`src/rtl/fwd_pkg.sv`:
```
// Shared types for the forwarding / load-use hazard controller: the operand-mux
// select encoding, the XZR index and the per-stage destination tracking record.
package fwd_pkg;

    localparam int REG_W = 5;
    localparam logic [REG_W-1:0] ZERO_REG = 5'd31;

    // Order matches the data inputs of the two ALU operand muxes.
    typedef enum logic [1:0] {
        SEL_RF    = 2'd0,
        SEL_EXMEM = 2'd1,
        SEL_MEMWB = 2'd2,
        SEL_ZERO  = 2'd3
    } fwd_sel_e;

    typedef struct packed {
        logic             valid;
        logic [REG_W-1:0] rd;
        logic             regwrite;
        logic             memread;
    } stage_info_t;

endpackage

```
`src/rtl/fwd_match.sv`:
```
// Compares one source register against the EX and MEM producers and picks the
// operand-mux select for it (XZR, then newest producer, then older producer).
module fwd_match
    import fwd_pkg::*;
(
    input  logic [REG_W-1:0] src,
    input  logic             src_en,
    input  stage_info_t      ex_info,
    input  stage_info_t      mem_info,
    output logic             hit_ex,
    output logic             hit_mem,
    output logic [1:0]       sel
);

    // MEM-stage loads forward through MEM/WB like any other result.
    logic unused_mem_memread;
    assign unused_mem_memread = mem_info.memread;

    assign hit_ex  = ex_info.valid  && ex_info.regwrite  && (ex_info.rd  == src) && (src != ZERO_REG);
    assign hit_mem = mem_info.valid && mem_info.regwrite && (mem_info.rd == src) && (src != ZERO_REG);

    always_comb begin
        // NOTE: every output of a combinational block gets a default first so no latch is inferred.
        sel = SEL_RF;
        if (!src_en)               sel = SEL_RF;
        else if (src == ZERO_REG)  sel = SEL_ZERO;
        else if (hit_ex)           sel = SEL_EXMEM;
        else if (hit_mem)          sel = SEL_MEMWB;
    end

endmodule

```
`src/rtl/fwd_hazard_ctrl.sv`:
```
// Forwarding and load-use hazard control: tracks EX/MEM destinations, registers
// the ALU operand-mux selects, stalls IF/ID one cycle on load-use and counts stalls.
module fwd_hazard_ctrl
    import fwd_pkg::*;
#(
    parameter int CNT_W = 16
) (
    input  logic             clk,
    input  logic             reset,
    input  logic             id_valid,
    input  logic [REG_W-1:0] id_rn,
    input  logic [REG_W-1:0] id_rm,
    input  logic             id_uses_rm,
    input  logic [REG_W-1:0] id_rd,
    input  logic             id_regwrite,
    input  logic             id_memread,
    input  logic             flush,
    output logic [1:0]       fwd_a_sel,
    output logic [1:0]       fwd_b_sel,
    output logic             stall,
    output logic [CNT_W-1:0] stall_cnt
);

    stage_info_t      ex_q, ex_d, mem_q, mem_d;
    logic [1:0]       fwd_a_sel_q, fwd_a_sel_d, fwd_b_sel_q, fwd_b_sel_d;
    logic [CNT_W-1:0] stall_cnt_q, stall_cnt_d;

    logic       hit_ex_a, hit_ex_b;
    logic       hit_mem_a_unused, hit_mem_b_unused;
    logic [1:0] sel_a, sel_b;
    logic       load_use;

    fwd_match u_match_a (
        .src      (id_rn),
        .src_en   (1'b1),
        .ex_info  (ex_q),
        .mem_info (mem_q),
        .hit_ex   (hit_ex_a),
        .hit_mem  (hit_mem_a_unused),
        .sel      (sel_a)
    );

    fwd_match u_match_b (
        .src      (id_rm),
        .src_en   (id_uses_rm),
        .ex_info  (ex_q),
        .mem_info (mem_q),
        .hit_ex   (hit_ex_b),
        .hit_mem  (hit_mem_b_unused),
        .sel      (sel_b)
    );

    // A load in EX cannot forward yet; hit_ex already excludes XZR.
    assign load_use = id_valid && ex_q.memread &&
                      (hit_ex_a || (id_uses_rm && hit_ex_b));
    assign stall    = load_use && !flush;

    always_comb begin
        mem_d       = ex_q;
        ex_d        = ex_q;
        ex_d.valid  = 1'b0;
        fwd_a_sel_d = SEL_RF;
        fwd_b_sel_d = SEL_RF;
        stall_cnt_d = stall_cnt_q;
        if (id_valid && !flush && !load_use) begin
            ex_d        = '{valid: 1'b1, rd: id_rd, regwrite: id_regwrite, memread: id_memread};
            fwd_a_sel_d = sel_a;
            fwd_b_sel_d = sel_b;
        end
        if (stall && (stall_cnt_q != '1)) begin
            stall_cnt_d = stall_cnt_q + 1'b1;
        end
    end

    always_ff @(posedge clk) begin
        // NOTE: state uses non-blocking assignments so every flop samples pre-edge values.
        if (reset) begin
            ex_q        <= '0;
            mem_q       <= '0;
            fwd_a_sel_q <= SEL_RF;
            fwd_b_sel_q <= SEL_RF;
            stall_cnt_q <= '0;
        end else begin
            ex_q        <= ex_d;
            mem_q       <= mem_d;
            fwd_a_sel_q <= fwd_a_sel_d;
            fwd_b_sel_q <= fwd_b_sel_d;
            stall_cnt_q <= stall_cnt_d;
        end
    end

    assign fwd_a_sel = fwd_a_sel_q;
    assign fwd_b_sel = fwd_b_sel_q;
    assign stall_cnt = stall_cnt_q;

endmodule
```
`config.mk`:
```
export PLATFORM = sky130hd
export DESIGN_NAME = fwd_hazard_ctrl
export DESIGN_NICKNAME = d
export VERILOG_FILES = /design/src/rtl/fwd_pkg.sv /design/src/rtl/fwd_match.sv /design/src/rtl/fwd_hazard_ctrl.sv
export SDC_FILE = /design/constraint.sdc
export NUM_CORES = 1
export LEC_CHECK = 0
export BUFFER_PORTS_ARGS = -buffer_cell sky130_fd_sc_hd__buf_2
export CAP_MARGIN = 40
export CELL_PAD_IN_SITES_DETAIL_PLACEMENT = 0
export CELL_PAD_IN_SITES_GLOBAL_PLACEMENT = 1
export CORE_MARGIN = 1
export CORE_UTILIZATION = 39
export CTS_CLUSTER_SIZE = 40
export DETAILED_ROUTE_END_ITERATION = 16
export PLACE_DENSITY_LB_ADDON = 0.1
export SYNTH_ARGS = -nofsm -noshare
export SYNTH_HDL_FRONTEND = slang
export SYNTH_SLANG_ARGS = --single-unit
```
`constraint.sdc`:
```
create_clock -name clk -period 2.6 [get_ports clk]
set_input_delay 0.26 -clock clk [delete_from_list [all_inputs] [get_ports clk]]
set_output_delay 0.26 -clock clk [all_outputs]
set_load 0.05 [all_outputs]
```
=== Yosys cells after proc, flatten, opt, wreduce, memory -nomap -nowiden ===
Cells that the tools add are included.

* Reduce and logical (&&, ||, !) cells: 22
* Bitwise operators: 2
* Equal/unequal tests: 9
* Add/subtract/negate cells: 1
* Mux-type cells: 7

{| class="wikitable"
|+ Operators with widths
! cell !! number
|-
| $eq A5 B5 Y1 || 4
|-
| $logic_and A1 B1 Y1 || 17
|-
| $add A16 B1 Y16 const B || 1
|-
| $ne A16 B16 Y1 const B || 1
|-
| $mux W2 || 6
|-
| $eq A5 B5 Y1 const B || 2
|-
| $ne A5 B5 Y1 const B || 2
|-
| $mux W8 || 1
|-
| $reduce_or A3 Y1 || 1
|-
| $logic_not A1 Y1 || 2
|-
| $not A1 Y1 || 2
|-
| $reduce_or A2 Y1 || 1
|-
| $logic_or A1 B1 Y1 || 1
|}

* Input port bits: 22
* Output and inout port bits: 21
* Word-level logic and storage cells: 51
* Register bits after elaboration: 35

=== Longest topological paths before layout ===
* Depth after elaboration: 10
* Depth in mapped cells: 8
* Gate-level depth less buffers: 6

=== Hierarchy ===
Synthesis repeated with hierarchy kept, for this count alone.

* Cell total of the unflattened synthesis: 207
* Area total of the unflattened synthesis: 1,938.1 um^2

{| class="wikitable"
|+ By module, submodules not included
! module !! cells an instance !! sequential area each (um^2) !! instances !! area an instance (um^2)
|-
| fwd_hazard_ctrl || 159 || 720.7 || 1 || 1,592.8
|-
| fwd_match || 24 || 0.0 || 2 || 172.7
|}

=== Least setup slack after synthesis ===
Ideal clock, no wire load.

* Path type: flip-flop to flip-flop
* Start: reg ex_q[6] (netlist name)
* End: reg stall_cnt_q[12], in the netlist stall_cnt[12]
* Stages on the path, launching flop included: 8
* Path buffers: 1
* Data arrival time: 2,155 ps
* Library setup time: 175 ps
* Required time: 2,425 ps
* Slack: 270 ps
* Clock period less this slack: 2,330 ps
* Cells stage by stage: dfxtp_1 xor2_1 nor4_4 nand4_4 and2_4 buf_6 nor2_1 a311oi_1

* Longest elaborated chain between the ends: 8
* Elaborated cells between the ends (all ways): 11
* Those cells by class: eq/ne: 2; reduce/logical: 9

{| class="wikitable"
|+ Ends and longest elaborated chain
! what !! line !! text
|-
| start, declared || fwd_hazard_ctrl.sv:24 || <nowiki>stage_info_t ex_q, ex_d, mem_q, mem_d;</nowiki>
|-
| start signal, assigned || fwd_hazard_ctrl.sv:78 || <nowiki>ex_q <= '0;</nowiki>
|-
| start signal, assigned || fwd_hazard_ctrl.sv:84 || <nowiki>ex_q <= ex_d;</nowiki>
|-
| $eq A5 B5 Y1 || fwd_match.sv:19 || <nowiki>assign hit_ex = ex_info.valid && ex_info.regwrite && (ex_info.rd == src) && (src != ZERO_REG);</nowiki>
|-
| $logic_and A1 B1 Y1 (2 in a row) || fwd_match.sv:19 ||
|-
| $logic_and A1 B1 Y1 || fwd_hazard_ctrl.sv:55 || <nowiki>(hit_ex_a || (id_uses_rm && hit_ex_b));</nowiki>
|-
| $logic_or A1 B1 Y1 (*) || fwd_hazard_ctrl.sv:55 ||
|-
| $logic_and A1 B1 Y1 (*) || fwd_hazard_ctrl.sv:54 || <nowiki>assign load_use = id_valid && ex_q.memread &&</nowiki>
|-
| $logic_and A1 B1 Y1 (*) || fwd_hazard_ctrl.sv:56 || <nowiki>assign stall = load_use && !flush;</nowiki>
|-
| named net stall || fwd_hazard_ctrl.sv:20 || <nowiki>output logic stall,</nowiki>
|-
| $logic_and A1 B1 Y1 (*) || fwd_hazard_ctrl.sv:70 || <nowiki>if (stall && (stall_cnt_q != '1)) begin</nowiki>
|-
| end signal, assigned || fwd_hazard_ctrl.sv:88 || <nowiki>stall_cnt_q <= stall_cnt_d;</nowiki>
|-
| end, declared || fwd_hazard_ctrl.sv:26 || <nowiki>logic [CNT_W-1:0] stall_cnt_q, stall_cnt_d;</nowiki>
|}

The timed path passes the listed nets; every way through them passes the cells marked *.
A chain may end at the register's enable or synchronous reset.

=== Worst setup path in the final report ===
* Start: reg ex_q[6] (netlist name)
* End: out stall

* Longest elaborated chain between the ends: 7
* Elaborated cells between the ends (all ways): 10
* Those cells by class: eq/ne: 2; reduce/logical: 8

{| class="wikitable"
|+ Ends and longest elaborated chain
! what !! line
|-
| $eq A5 B5 Y1 || fwd_match.sv:19
|-
| $logic_and A1 B1 Y1 (2 in a row) || fwd_match.sv:19
|-
| $logic_and A1 B1 Y1 || fwd_hazard_ctrl.sv:55
|-
| $logic_or A1 B1 Y1 (*) || fwd_hazard_ctrl.sv:55
|-
| $logic_and A1 B1 Y1 (*) || fwd_hazard_ctrl.sv:54
|-
| $logic_and A1 B1 Y1 (*) || fwd_hazard_ctrl.sv:56
|-
| end, declared || fwd_hazard_ctrl.sv:20
|}

Every way passes the cells marked *; elsewhere a longest branch is shown, timed or not.

==> flow_metrics.py <==
metrics = {
    "outcome": {
        "status": "finished, violations left",
        "violations": "design-rule violations",
    },
    "timing": {
        "hold_violations": 0,
        "relSlewSlack_pct": 57.4,
        "worst_slew_pin_slew_ns": 0.639,
        "post-route-period-util_pct": 87.0,
        "final.min_clock_period_ns": 2.26,
        "fin_worst_skew_ns": 0.00748,
        "timing.fmax_ghz": 0.442,
        "finalSetupViolCount": 0,
        "setup_tns_ns": 0,
        "rsz0062_at_grt": "no",
        "slew_violations": 0,
    },
    "cts": {
        "hold_buffers": 0,
        "cts_setup_buffers": 0,
        "path_clk_slew_ns": 0.08,
        "h-tree-depth": 2,
        "clock_insertion_delay_worst_skew_ns": 0.29,
        "cts_buffer_depth": 2,
        "cts_tree": "done",
        "cts_buffers": 5,
        "root_buffer": "clkbuf_8",
        "cts_sinks": 35,
        "ctsResizeCount": 0,
    },
    "synth": {
        "synth_top_area_cell": "dfxtp_1",
        "synth_seq_area_share_pct": 38.3,
        "synth_cell_types": 42,
        "synth_area_sq_um": 1830,
        "synth_fp_nets": 235,
        "synthArstFlopShare_pct": 0,
        "ys.flop_type": "dfxtp_1",
        "yosysTopAreaCellShare_pct": 38.3,
        "synth_edf_count": 0,
        "avgSynthCellArea_sq_um": 8.63,
        "ys_seq_elements": 35,
        "synthTopCellsByArea": "dfxtp_1 (38%), xor2_1 (7.7%), a21oi_1 (5.2%), nand3_1 (4.7%), nor2b_1 (3.4%)",
        "netlist_instances": 212,
        "yosys_warnings": 0,
    },
    "place": {
        "dp_cells": 300,
        "gp_congestion": 0.841,
        "dp_hpwl_mm": 3.24,
        "io_buffers": 42,
    },
    "routing": {
        "initialDrtViolationCount": 116,
        "drc_errors": 6,
        "num_vias": 1676,
        "ant_nets": 0,
        "wl_mm": 4.39,
        "wl_per_cell_um": 14.3,
        "dr.pass1.iters": 11,
        "vias_per_cell": 5.44,
    },
    "setup_path": {
        "path_delay_family": "simple AND/OR/NAND/NOR gates",
        "r2r_slack_ns": 0.48,
        "critical_path.max_stage_delay_ns": 0.35,
        "crit_fanout": 10,
        "critPathBufInv": 1,
        "start_kind": "flip-flop",
        "crit_start": "ex_q[6]$_SDFFE_PP0P_",
        "required_ns": 2.34,
        "end_kind": "output pin",
        "path_cells": "xor2_1, nor4_4, nand4_4, and2_4, nor2_1, buf_2",
        "arrival_ns": 2.00,
        "cpMaxStageDelayCell": "dfxtp_1",
        "rr_startpoint": "ex_q[6]$_SDFFE_PP0P_",
        "path_class": "reg2out",
    },
    "layout": {
        "area_growth_pct": 20.0,
        "final_nets": 278,
        "drive_gt1_share_pct": 24.6,
        "diodes": 0,
        "n_fill_cell": 455,
        "final_cell_mix": "buf_2 (42), dfxtp_1 (35), a21oi_1 (19), nand3_1 (17), xor2_1 (16)",
        "final_common_cell": "buf_2",
        "instances_no_fill": 308,
    },
    "global_routing": {
        "grt_pass1_wl_mm": 7.42,
        "grt_pass1_vias": 1472,
        "grt.total_usage_pct": 18.9,
        "antenna_found_initial": 0,
        "grt_max_degree": 36,
        "grt_overflow": 0,
    },
    "die": {
        "die_width_um": 70.5,
        "core_sq_um": 4440,
        "num_io_pins": 43,
        "die_area_sq_um": 4970,
        "die-height_um": 70.5,
        "rows": 24,
        "start_util_pct": 41.2,
    },
    "power_and_ir_drop": {
        "power_density_nw_per_um2": 511,
        "ir_drop_mv": 0.240,
        "leakage_nw": 0.887,
    },
    "min_path": {
        "hold_class": "in2reg",
        "hp-start": "id_rd[0]",
    },
    "job": {
        "cap_violations": 0,
    },
}
-- layout make-up --
class,instances,area (sq um),area share (%)
clock buffers,5,68.8,3.13
flip-flops and latches,35,701,31.9
well taps,52,65.1,2.96
multi-input cells,164,1070,48.5
repair buffers,46,240,10.9
clock inverters,3,43.8,1.99
inverters,3,11.3,0.513
-- power by group --
part,internal [mW],switching [mW]
logic,0.0358,0.0462
clock network,0.285,0.200
registers,0.544,0.00900
total,0.866,0.256
-- synth_stat cells, types with 2 or more instances --
library cell,n
nand2_1,11
mux2_2,2
xnor2_1,4
or4_1,5
buf_2,2
xor2_1,16
nor2_1,10
clkbuf_1,6
and3_1,7
dfxtp_1,35
a21oi_1,19
or3_1,6
nor4_1,6
nor3_1,3
nand4_1,7
nand3_1,17
o21ai_0,12
inv_1,3
nor2b_1,10
a21boi_0,2
and4_1,3
o31ai_1,6
-- worst min-delay path: cells and delay by family --
family | cells | cell delay, ns
compound gates | 1 | 0.05
buf+inv | 1 | 0.09
simple gates | 1 | 0.05
-- path summary, 6_finish.rpt --
path	end	cells past startpoint
worst max-delay path	stall	6
worst min-delay path	ex_q[2]$_SDFFE_PP0P_	3
worst max register to register	stall_cnt[8]$_SDFFE_PP0P_	6
worst min register to register	mem_q[7]$_SDFF_PP0_	1
-- cell families (layout without fill, tap and decap cells) --
logic type / count (synthesis) / after routing / synth area share [%]
and+or+nand+nor: 94 / 94 / 31.1
xor gates and xnor gates: 20 / 20 / 9.58
buffers and inverters: 13 / 57 / 3.42
muxes: 3 / 3 / 2.05
DFF: 35 / 35 / 38.3
AOI/OAI and AO/OA: 46 / 46 / 14.8
adders and majority gates: 1 / 1 / 0.684
-- per-layer routing --
| layer | wire length [um] | global-route usage (%) |
|---|---|---|
| met5 | 0 | 0 |
| met4 | 37 | 5.22 |
| met3 | 222 | 4.62 |
| met2 | 1730 | 24.8 |
| met1 | 2410 | 29.9 |
-- registers in the layout (all words and copies together) (netlist names) --
name       flops
mem_q          7
fwd_a_sel      2
stall_cnt     16
fwd_b_sel      2
ex_q           8
-- metrics by stage --
| step | hold slack (ns) | util (%) | total power, mW | area [sq um] | setup WS, ns |
|---|---|---|---|---|---|
| 2_1_floorplan | 0.386 | - | 0.613 | 1830 | 0.270 |
| 3_3_place_gp | 0.483 | 46.9 | 0.648 | 2080 | 0.475 |
| 3_5_place_dp | 0.487 | 46.9 | 0.648 | 2080 | 0.451 |
| 4_1_cts | 0.210 | 49.4 | 1.13 | 2200 | 0.309 |
| 5_1_grt | 0.224 | 49.4 | 1.17 | 2200 | 0.209 |
| 6_report | 0.216 | 49.4 | 1.12 | 2200 | 0.339 |
(Power assumes the default switching activity.)
